<file path="config.mk">
export PLATFORM = sky130hd
export DESIGN_NAME = imem_loader
export DESIGN_NICKNAME = d
export VERILOG_FILES = /design/src/rtl/imem_loader.sv
export SDC_FILE = /design/constraint.sdc
export NUM_CORES = 1
export LEC_CHECK = 0
export ABC_AREA = 1
export ABC_CLOCK_PERIOD_IN_PS = 4200
export BUFFER_PORTS_ARGS = -buffer_cell sky130_fd_sc_hd__buf_2
export CAP_MARGIN = 10
export CORE_MARGIN = 8
export CORE_UTILIZATION = 59
export CTS_CLUSTER_DIAMETER = 150
export DETAILED_ROUTE_END_ITERATION = 7
export HOLD_SLACK_MARGIN = 0.1
export PLACE_DENSITY = 0.84
export RECOVER_POWER = 100
export SYNTH_ARGS = -nofsm -noshare
export SYNTH_HDL_FRONTEND = slang
export SYNTH_SLANG_ARGS = --single-unit
</file>
<file path="constraint.sdc">
create_clock -name CLK -period 4.2 [get_ports CLK]
set_input_delay 0.84 -clock CLK [delete_from_list [all_inputs] [get_ports CLK]]
set_output_delay 0.84 -clock CLK [all_outputs]
set_load 0.05 [all_outputs]
</file>
<file path="src/rtl/imem_loader.sv">
// Byte-stream loader for the instruction memory write port: assembles MSB-first bytes
// into words and writes them sequentially from address 0.
module imem_loader #(
   parameter int unsigned tam_entrada = 1024,
   parameter int unsigned tam_salida  = 32
) (
   input  logic                            CLK,
   input  logic                            RST_n,
   input  logic                            start,
   input  logic [$clog2(tam_entrada):0]    load_len,
   input  logic                            abort,
   input  logic                            byte_valid,
   input  logic [7:0]                      byte_data,
   output logic                            byte_ready,
   output logic                            we,
   output logic [$clog2(tam_entrada)-1:0]  waddr,
   output logic [tam_salida-1:0]           wdata,
   output logic                            busy,
   output logic                            done,
   output logic                            err
);

   localparam int unsigned AW = $clog2(tam_entrada);
   localparam int unsigned NB = tam_salida / 8;
   localparam int unsigned BW = $clog2(NB + 1);

   typedef enum logic [1:0] {IDLE, COLLECT, WRITE, FINISH} state_t;

   state_t        state, state_d;
   logic [AW:0]   len;
   logic [AW:0]   word_cnt;
   logic [BW-1:0] byte_cnt;
   logic          accept;
   logic          start_ok;
   logic          done_d;
   logic          err_d;
   logic          last_byte;
   logic          last_word;

   assign last_byte = (byte_cnt == BW'(NB - 1));
   assign last_word = ((word_cnt + (AW+1)'(1)) == len);

   // State register
   always_ff @(posedge CLK or negedge RST_n) begin
      if (!RST_n) state <= IDLE;
      else        state <= state_d;
   end

   // Next state and state-decoded controls; abort outranks everything else
   always_comb begin
      state_d    = state;
      byte_ready = 1'b0;
      we         = 1'b0;
      busy       = (state != IDLE);
      accept     = 1'b0;
      start_ok   = 1'b0;
      err_d      = 1'b0;
      case (state)
         IDLE: begin
            if (start && !abort) begin
               if (load_len == '0)
                  state_d = FINISH;
               else if (load_len > (AW+1)'(tam_entrada))
                  err_d = 1'b1;
               else begin
                  start_ok = 1'b1;
                  state_d  = COLLECT;
               end
            end
         end
         COLLECT: begin
            byte_ready = 1'b1;
            if (abort)
               state_d = IDLE;
            else if (byte_valid) begin
               accept = 1'b1;
               if (last_byte) state_d = WRITE;
            end
         end
         WRITE: begin
            we = 1'b1;
            if (abort)          state_d = IDLE;
            else if (last_word) state_d = FINISH;
            else                state_d = COLLECT;
         end
         FINISH:  state_d = IDLE;
         default: state_d = IDLE;
      endcase
      done_d = (state_d == FINISH);
   end

   // Datapath: counters, write address, word shift register, status pulses
   always_ff @(posedge CLK or negedge RST_n) begin
      if (!RST_n) begin
         len      <= '0;
         word_cnt <= '0;
         byte_cnt <= '0;
         waddr    <= '0;
         wdata    <= '0;
         done     <= 1'b0;
         err      <= 1'b0;
      end else begin
         done <= done_d;
         err  <= err_d;
         if (start_ok) begin
            len      <= load_len;
            word_cnt <= '0;
            byte_cnt <= '0;
            waddr    <= '0;
         end
         if (accept) begin
            wdata    <= tam_salida'({wdata, byte_data});
            byte_cnt <= byte_cnt + BW'(1);
         end
         if (state == WRITE) begin
            byte_cnt <= '0;
            word_cnt <= word_cnt + (AW+1)'(1);
            if (state_d == COLLECT) waddr <= waddr + AW'(1);
         end
      end
   end

endmodule

</file>
======== Yosys cells after proc, flatten, opt, wreduce, memory -nomap -nowiden ========
Index checks and enable logic that the tools add are counted.
cells by class
  $add $sub $neg .......................... 3
  $mul .................................... 0
  divide/modulo/power cells ............... 0
  order comparisons ....................... 1
  eq/ne operators ......................... 7
  shift-type cells ........................ 0
  multiplexer cells ....................... 30
  bitwise logic cells ..................... 0
  reduce and logical (&&, ||, !) cells .... 7
operators with widths
  kind                                                   count
  2-to-1 mux 10 bit                                      3
  2-to-1 mux 11 bit                                      2
  2-to-1 mux 2 bit                                       8
  2-to-1 mux 1 bit                                       13
  adder 11 x 1 -> 11 bit, second input constant          1
  == test 11 bit                                         1
  greater-than comparator 11 bit, second input constant  1
  logical NOT 11 bit                                     1
  adder 10 x 1 -> 10 bit, second input constant          1
  2-to-1 mux 3 bit                                       3
  case mux 2 bit (4 select lines)                        1
  == test 2 bit, second input constant                   3
  == test 2 x 1 -> 1 bit, second input constant          2
  nonzero test 2 bit                                     2
  adder 3 x 1 -> 3 bit, second input constant            1
  == test 3 x 2 -> 1 bit, second input constant          1
  nonzero test 3 bit                                     1
  logical NOT 2 bit                                      1
  logical AND 1 bit                                      1
  logical NOT 1 bit                                      1
storage, ports and cells
  register bits ........................... 71
  latch bits .............................. 0
  memory bits (writable) .................. 0
  ROM bits ................................ 0
  word-level logic and storage cells ...... 56
  memories ................................ 0

======== Depth between registers and ports, before layout ========
Gate-level depths: netlist (run 1).
  depth after elaboration ................. 8
  depth in mapped cells ................... 17

======== Least setup slack after synthesis (run 1) ========
No wires, ideal clock.
  path kind ............................... reg2reg
  start ................................... register state[0]
  end ..................................... register wdata[10]
  data arrival time ....................... 2105 ps
  required time ........................... 4068 ps
  slack ................................... 1962 ps
  cell stages (with the launch flop) ...... 7
  path buffers ............................ 1
  period minus slack after synthesis ...... 2238 ps
  cell sequence ........................... dfrtp_1 -> inv_1 -> nor2_1 -> nand3_1 -> clkinv_1 -> clkbuf_1 -> o21ai_0
on the way
  word-level cells in the longest chain between the ends .. 2
ends and longest elaborated chain
  element                 line  source
  start, declared         29    state_t state, state_d;
  start signal, assigned  46    else state <= state_d;
  == test 2 x 1 -> 1 bit  58    case (state)
  2-to-1 mux 1 bit        58
  end signal, assigned    112   wdata <= tam_salida'({wdata, byte_data});
  end, declared           17    output logic [tam_salida-1:0] wdata,
Every way passes these cells.
A chain may end at the register's enable or synchronous reset.

======== Final worst setup path (run 1) ========
  start ................................... input port load_len[3]
  end ..................................... register len[0]
on the way
  word-level cells in the longest chain between the ends .. 5
ends and longest elaborated chain
  element                         line  source
  start, declared                 10    input logic [$clog2(tam_entrada):0] load_len,
  greater-than comparator 11 bit  63    else if (load_len > (AW+1)'(tam_entrada))
  2-to-1 mux 1 bit                63
  2-to-1 mux 1 bit (*)            61    if (load_len == '0)
  2-to-1 mux 1 bit (*)            60    if (start && !abort) begin
  2-to-1 mux 1 bit (*)            58
  end signal, assigned            106   len <= load_len;
  end, declared                   30    logic [AW:0] len;
Every way passes the cells marked *; elsewhere a longest branch is shown, timed or not.

==> flow_summary.toml, run 1 <==
[timing]
final.min_clock_period_ps = 2865
grt_setup_unrepaired = "false"
hold_violations = 0
max_freq_mhz = 349.0
setup_viol = 0
slew_headroom = 0.1944
fin_crit_sh = 0.6822
skew_ps = 9.475
tightest_slew_ps = 1208
finalMaxSlewViolations = 0
holdWs_ps = 495.1
fin_setup_tns_ps = 0

[placement]
gp_congestion = 0.8877
place_inst = 560
hpwl_mm = 5.870
port_buffers = 70

[die]
core_area_um2 = 5816
io_pins = 71
die_h_um = 92.77
rows = 28
die-width_um = 92.77
die-area_um2 = 8606
start_util = 0.5979

[final_layout]
post_route_cells_drive_above_1_share = 0.1158
final-seq-area_um2 = 1777
antenna_cells = 0
fin_nets = 524
multiInputGateArea_um2 = 1388
nFillCells = 504
synthToLayoutAreaGrowth_pct = 14.90
post-route-util = 0.6870
fin_cells = 576

[detailed_routing]
routedWlPerCell_um = 14.30
drc = 0
first_pass_iters = 4
vias = 3002
ant_nets = 0
drt-total-wl_mm = 8.238
vias_per_cell = 5.212
drt_iter0_markers = 158

[critical_path]
cp-start-kind = "input pin"
cp-end-kind = "flop"
critPathMaxFanout = 18
reg2reg_slack_ps = 1490
startpoint = "load_len[3]"
critical_path_arrival_ps = 3100
rr_startpoint = "word_cnt[0]"
worstPathRequired_ps = 4440
critPathCapture = "len[0]"
r2r_end = "waddr[1]"
reg2reg_depth = 14
path_class = "input pin to flop"

[synthesis]
syn_inst = 423
syn_area_um2 = 3477
synth_nets = 451
yosys.area.top_type_share = 0.5110
synthAdderAreaFrac = 0.01439
synth-simple-area-share = 0.2735
synth.avg_cell_area_um2 = 8.220
synth-xor-area-share = 0.03167
synth_mux_area_frac = 0.003239
yosysWarnings = 0
synth_seq_cells = 71
ys_seq_area_frac = 0.5110
synth_area_leaders = "dfrtp_1, nand2_1, inv_1"
synth-compound-area-share = 0.09176
synth_largest_area_cell = "dfrtp_1"
ys_types = 36
synth_top_family_by_area = "simple AND/OR/NAND/NOR gates"

[clock_network]
root_buffer = "clkbuf_8"
cts_buffer_depth = 2
hold_buffers = 0
h-tree-depth = 3
path_clk_slew_ps = 80
clk_latency_ps = 350
numClockSinks = 71
cts_tree = "built"
cts_resized = 0
cts_buffers = 9
post_cts_buffers = 0

[pwr]
p_per_area_nw_per_um2 = 562.6
vdd_drop_max_uv = 490.6
p_leak_uw = 0.002025

[global_routing]
grt_pass1_wl_mm = 13.95
grt_pass1_vias = 2984
grt_antenna_before_repair = 0
grt_usage = 0.2029
gr-total-overflow = 0
grt_max_degree = 51

[flow_run]
maxCapViolations = 0

[hold_path]
holdCritStartpoint = "wdata[26]"
worstHoldPathType = "flop to flop"

[outcome]
status = "completed"
## area by class of cell
| cell class | count | area share |
|---|---|---|
| clock buffers | 9 | 0.03101 |
| clock inverters | 7 | 0.02568 |
| inverters | 55 | 0.05168 |
| multi-input cells | 286 | 0.3473 |
| flip-flops and latches | 71 | 0.4447 |
| well taps | 75 | 0.02349 |
| repair buffers | 73 | 0.07610 |
## critical path, cell delays in order
cell,delay (ps)
buf_2,110
nor2_1,90
nand2_1,80
nor4_1,420
nand2_1,130
nand2_1,470
clkbuf_1,570
mux2_2,400
## routing by layer
metal,up-vias,track usage,part of all wire
met5,-,0,0
met1,1407,0.2416,0.42
li1,1489,-,-
met4,0,0.09396,0.022
met2,89,0.3290,0.50
met3,17,0.06230,0.058
## worst min path at each step
stage	end	cells after the start	slack (ps)
6_report	wdata[26]	2	500
5_1_grt	wdata[27]	2	510
4_1_cts	len[6]	1	450
3_5_place_dp	wdata[27]	2	460
3_3_place_gp	wdata[26]	2	460
2_1_floorplan	byte_cnt[2]	2	450
## cells in the mapped netlist
master,instances
nand3_4,1
clkinv_1,1
xnor2_1,4
and2_4,1
inv_2,4
nand2_2,4
buf_8,1
o21ai_0,31
nand2_1,140
and3_1,1
o21ai_2,10
nand3b_1,1
nor3_1,2
a31oi_1,1
a22o_1,1
a21boi_0,1
or2_2,1
nor2_4,2
nor2_2,5
nand3_1,28
dfrtp_1,71
xor2_1,6
nand3_2,1
nor4_2,1
o22ai_1,3
buf_1,1
clkbuf_1,9
o21ai_1,1
xnor3_1,1
nor2_1,21
nand2_4,1
inv_1,50
ha_1,4
a21oi_1,6
nand4_1,6
mux2_2,1
## sequential cells by signal, summed over array words and instances, names as in the netlist
register,cells
waddr,10
byte_cnt,3
err,1
len,11
state,2
word_cnt,11
wdata,32
done,1
## stage by stage
| step | area [um2] | power, uW | setup slack [ps] |
|---|---|---|---|
| after global placement | 3891 | 1645 | 1362 |
| after detailed placement | 3891 | 1666 | 1238 |
| after floorplan | 3477 | 1457 | 1962 |
| after global routing | 3995 | 2352 | 1103 |
| after CTS | 4118 | 2294 | 1571 |
| final | 3995 | 2247 | 1335 |
## where the power goes
group	switching [uW]	internal (uW)	total (uW)	leakage, uW
registers	104	820	924	0.000924
logic	569	132	701	0.000990
clock network	281	342	623	0.000111
## logic make-up after synthesis
kind of cell    count (synthesis)
mux                             1
fa+ha+maj                       4
buf+inv                        66
flops                          71
xor+xnor                       11
simple gates                  216
compound gates                 54
## placed cells by master, fill, tap and decap left out, types with 3 or more instances in the layout
master,count
a21oi_1,6
buf_2,20
clkbuf_1,51
clkbuf_8,9
dfrtp_1,71
ha_1,4
inv_1,50
inv_2,4
inv_6,3
nand2_1,142
nand3_1,29
nand4_1,6
nor2_1,21
nor2_2,5
o21ai_0,39
o22ai_1,3
xnor2_1,4
xor2_1,6
Note: power is estimated with default switching activity, not from simulation.
==> inputs of run 2 (changes only) <==
- ABC_AREA: 1 -> 0
- ABC_CLOCK_PERIOD_IN_PS: 4200 -> 2450
- CORE_UTILIZATION: 59 -> 49
- PLACE_DENSITY: 0.84 -> 0.74
- clock period: 4.2 -> 2.45 ns (I/O delays scaled with it)
==> run 2 against run 1 <==
Compared with the run above: the flow now finishes with violations (capacitance limit, slew limit); setup slack got worse by 1100 ps; area after synthesis increased by 0.32%; sequential cell count unchanged; non-clock buffer count increased by 9; largest cell class unchanged; largest power group unchanged; synthesized cell count decreased by 13%; first-iteration DRC count decreased by 30%; combinational power increased by 51%; global-route usage decreased by 4.5 points; routed wire length decreased by 8.0%; power increased by 57%; cell count decreased by 5.4%; clock power increased by 48%; critical endpoint is now waddr[3].
==> flow_summary.toml, run 2 <==
[outcome]
status = "finished with violations"
violations = "capacitance limit, slew limit"

[detailed_routing]
drt-total-wl_mm = 7.580
drc = 0
vias_per_cell = 5.097
drt_iter0_markers = 110
ant_nets = 0
first_pass_iters = 4
routedWlPerCell_um = 13.91
vias = 2778

[hold_path]
worstHoldPathType = "input pin to flop"
hold_end = "wdata[3]"
holdCritStartpoint = "byte_data[3]"
holdPathStages = 3

[clock_network]
clk_latency_ps = 340
root_buffer = "clkbuf_8"
h-tree-depth = 3
hold_buffers = 0
numClockSinks = 71
cts_buffers = 9
cts_tree = "built"
cts_buffer_depth = 2
post_cts_buffers = 0
path_clk_slew_ps = 80

[final_layout]
final_common_cell = "nand2_1"
final_cell_mix = "nand2_1, dfrtp_1, clkbuf_1"
synthToLayoutAreaGrowth_pct = 16.64
largest_register_ff_count = 32
largest-register = "wdata"
fin_nets = 472
post-route-util = 0.5956
top_regs = "wdata (32), len (11), word_cnt (11)"
post_route_cells_drive_above_1_share = 0.1514
antenna_cells = 0

[critical_path]
rr_startpoint = "word_cnt[1]"
reg2reg_depth = 8
critPathMaxFanout = 10
path_class = "flop to flop"
critical_path_arrival_ps = 2510
cp-start-kind = "flop"
r2r_end = "waddr[3]"
cp-end-kind = "flop"
reg2reg_slack_ps = 210
worstPathRequired_ps = 2720

[die]
die-width_um = 100.4
die_h_um = 100.4
core_area_um2 = 6832
die-area_um2 = 10080
start_util = 0.5106
io_pins = 71
rows = 30

[timing]
fin_crit_sh = 0.9152
fin_setup_tns_ps = 0
max_freq_mhz = 446.0
finalMaxSlewViolations = 72
slew_headroom = -0.1398
setup_viol = 0
final.min_clock_period_ps = 2242
hold_violations = 0
tightest_slew_ps = 1710
grt_setup_unrepaired = "false"
skew_ps = 10.41

[pwr]
vdd_drop_max_uv = 633.2
p_leak_uw = 0.001933
p_per_area_nw_per_um2 = 865.0
p_total_uw = 3520

[synthesis]
syn_area_um2 = 3488
yosysWarnings = 0
synth_area_leaders = "dfrtp_1, nand2_1, xnor2_1"
syn_inst = 367
synthFlopType = "dfrtp_1"
synth_nets = 395
synth.avg_cell_area_um2 = 9.505
yosysMostFrequentCell = "nand2_1"
synth_seq_cells = 71
ys_seq_area_frac = 0.5093
yosys.area.top_type_share = 0.5093
async_flop_share = 1.000
ys_types = 47
synth_common_cells = "nand2_1, dfrtp_1, nor2_1, o21ai_0, xnor2_1"
synth_edf_count = 0
synth_largest_area_cell = "dfrtp_1"

[global_routing]
grt_pass1_vias = 2759
gr-total-overflow = 0
grt_antenna_before_repair = 0
grt_max_degree = 72
grt_pass1_wl_mm = 12.76
grt_usage = 0.1574

[placement]
hpwl_mm = 5.458
gp_congestion = 0.8353
port_buffers = 70

[flow_run]
maxCapViolations = 1
## run 2: cell count changes in the layout (fill, tap and decap cells not counted), moves of 5 or more
cell / previous run / this run
inv_1: 50 / 6
o21ai_0: 39 / 15
nand3_1: 29 / 11
nand2_1: 142 / 127
mux2i_1: 0 / 10
xnor2_1: 4 / 13
nor2_1: 21 / 15
and3_2: 0 / 5
mux2_1: 0 / 5
mux2_2: 1 / 6
nor2_2: 5 / 0
## run 2: power by group
group / total [uW] / switching [uW] / internal [uW]
Sequential: 1540 / 159 / 1380
Clock: 921 / 449 / 471
Combinational: 1060 / 828 / 234
## run 2: logic make-up after synthesis
kind of cell             after synthesis  synth area share
multiplexers                          21           0.06420
AND/OR/NAND/NOR                      182            0.2317
AO/OA/AOI/OAI                         43           0.08178
buffers and inverters                 23           0.04088
flip-flops                            71            0.5093
adder cells (fa/ha/maj)                4           0.01435
XOR/XNOR                              23           0.05775
## run 2: layer usage
layer,global-route usage,routed length (um)
met1,0.1862,3334
met2,0.2549,3698
met3,0.05536,436
met4,0.06279,111
met5,0,0
## run 2: worst max-delay path, stage by stage (launching register included)
cell and delay, ps:
dfrtp_1 480, ha_4 220, nand4_1 210, xnor2_1 200, a32oi_1 180, a211oi_2 130
a211oi_2 320, buf_6 220, mux2i_1 210
## run 2: worst max path at each step
stage                start        to  slack, ps  depth (start not counted)
5_1_grt        word_cnt[1]  waddr[2]         60                          8
2_1_floorplan  word_cnt[0]  waddr[0]        370                          9
4_1_cts        word_cnt[1]  waddr[3]         10                          8
6_report       word_cnt[1]  waddr[3]        210                          8
3_5_place_dp   word_cnt[1]  waddr[3]         30                          8
3_3_place_gp   word_cnt[1]  waddr[4]         50                          8
## run 2: metrics by stage
stage / hold slack (ps) / area [um2] / worst slack [ps] / std cells
after floorplan: 194.4 / 3488 / 369.7 / 367
after global placement: 453.6 / 3950 / 50.93 / 529
after detailed placement: 458.2 / 3950 / 30.36 / 529
after CTS: 177.1 / 4146 / 14.26 / 545
after global routing: 328.3 / 4069 / 60.63 / 545
final: 335.0 / 4069 / 207.7 / 545
## run 2: layout make-up
type | instances | area [um2]
Multi-Input combinational cell | 273 | 1583
Inverter | 7 | 26.28
Timing Repair Buffer | 82 | 366.6
Fill cell | 649 | 2763
Tap cell | 96 | 120.1
Sequential cell | 71 | 1777
Clock inverter | 7 | 72.57
Clock buffer | 9 | 123.9
## run 2: repair_timing
| item | in CTS | in global routing |
|---|---|---|
| resized for setup | 0 | 4 |
| hold endpoints to repair | 0 | 0 |
| setup endpoints to repair | 0 | 11 |
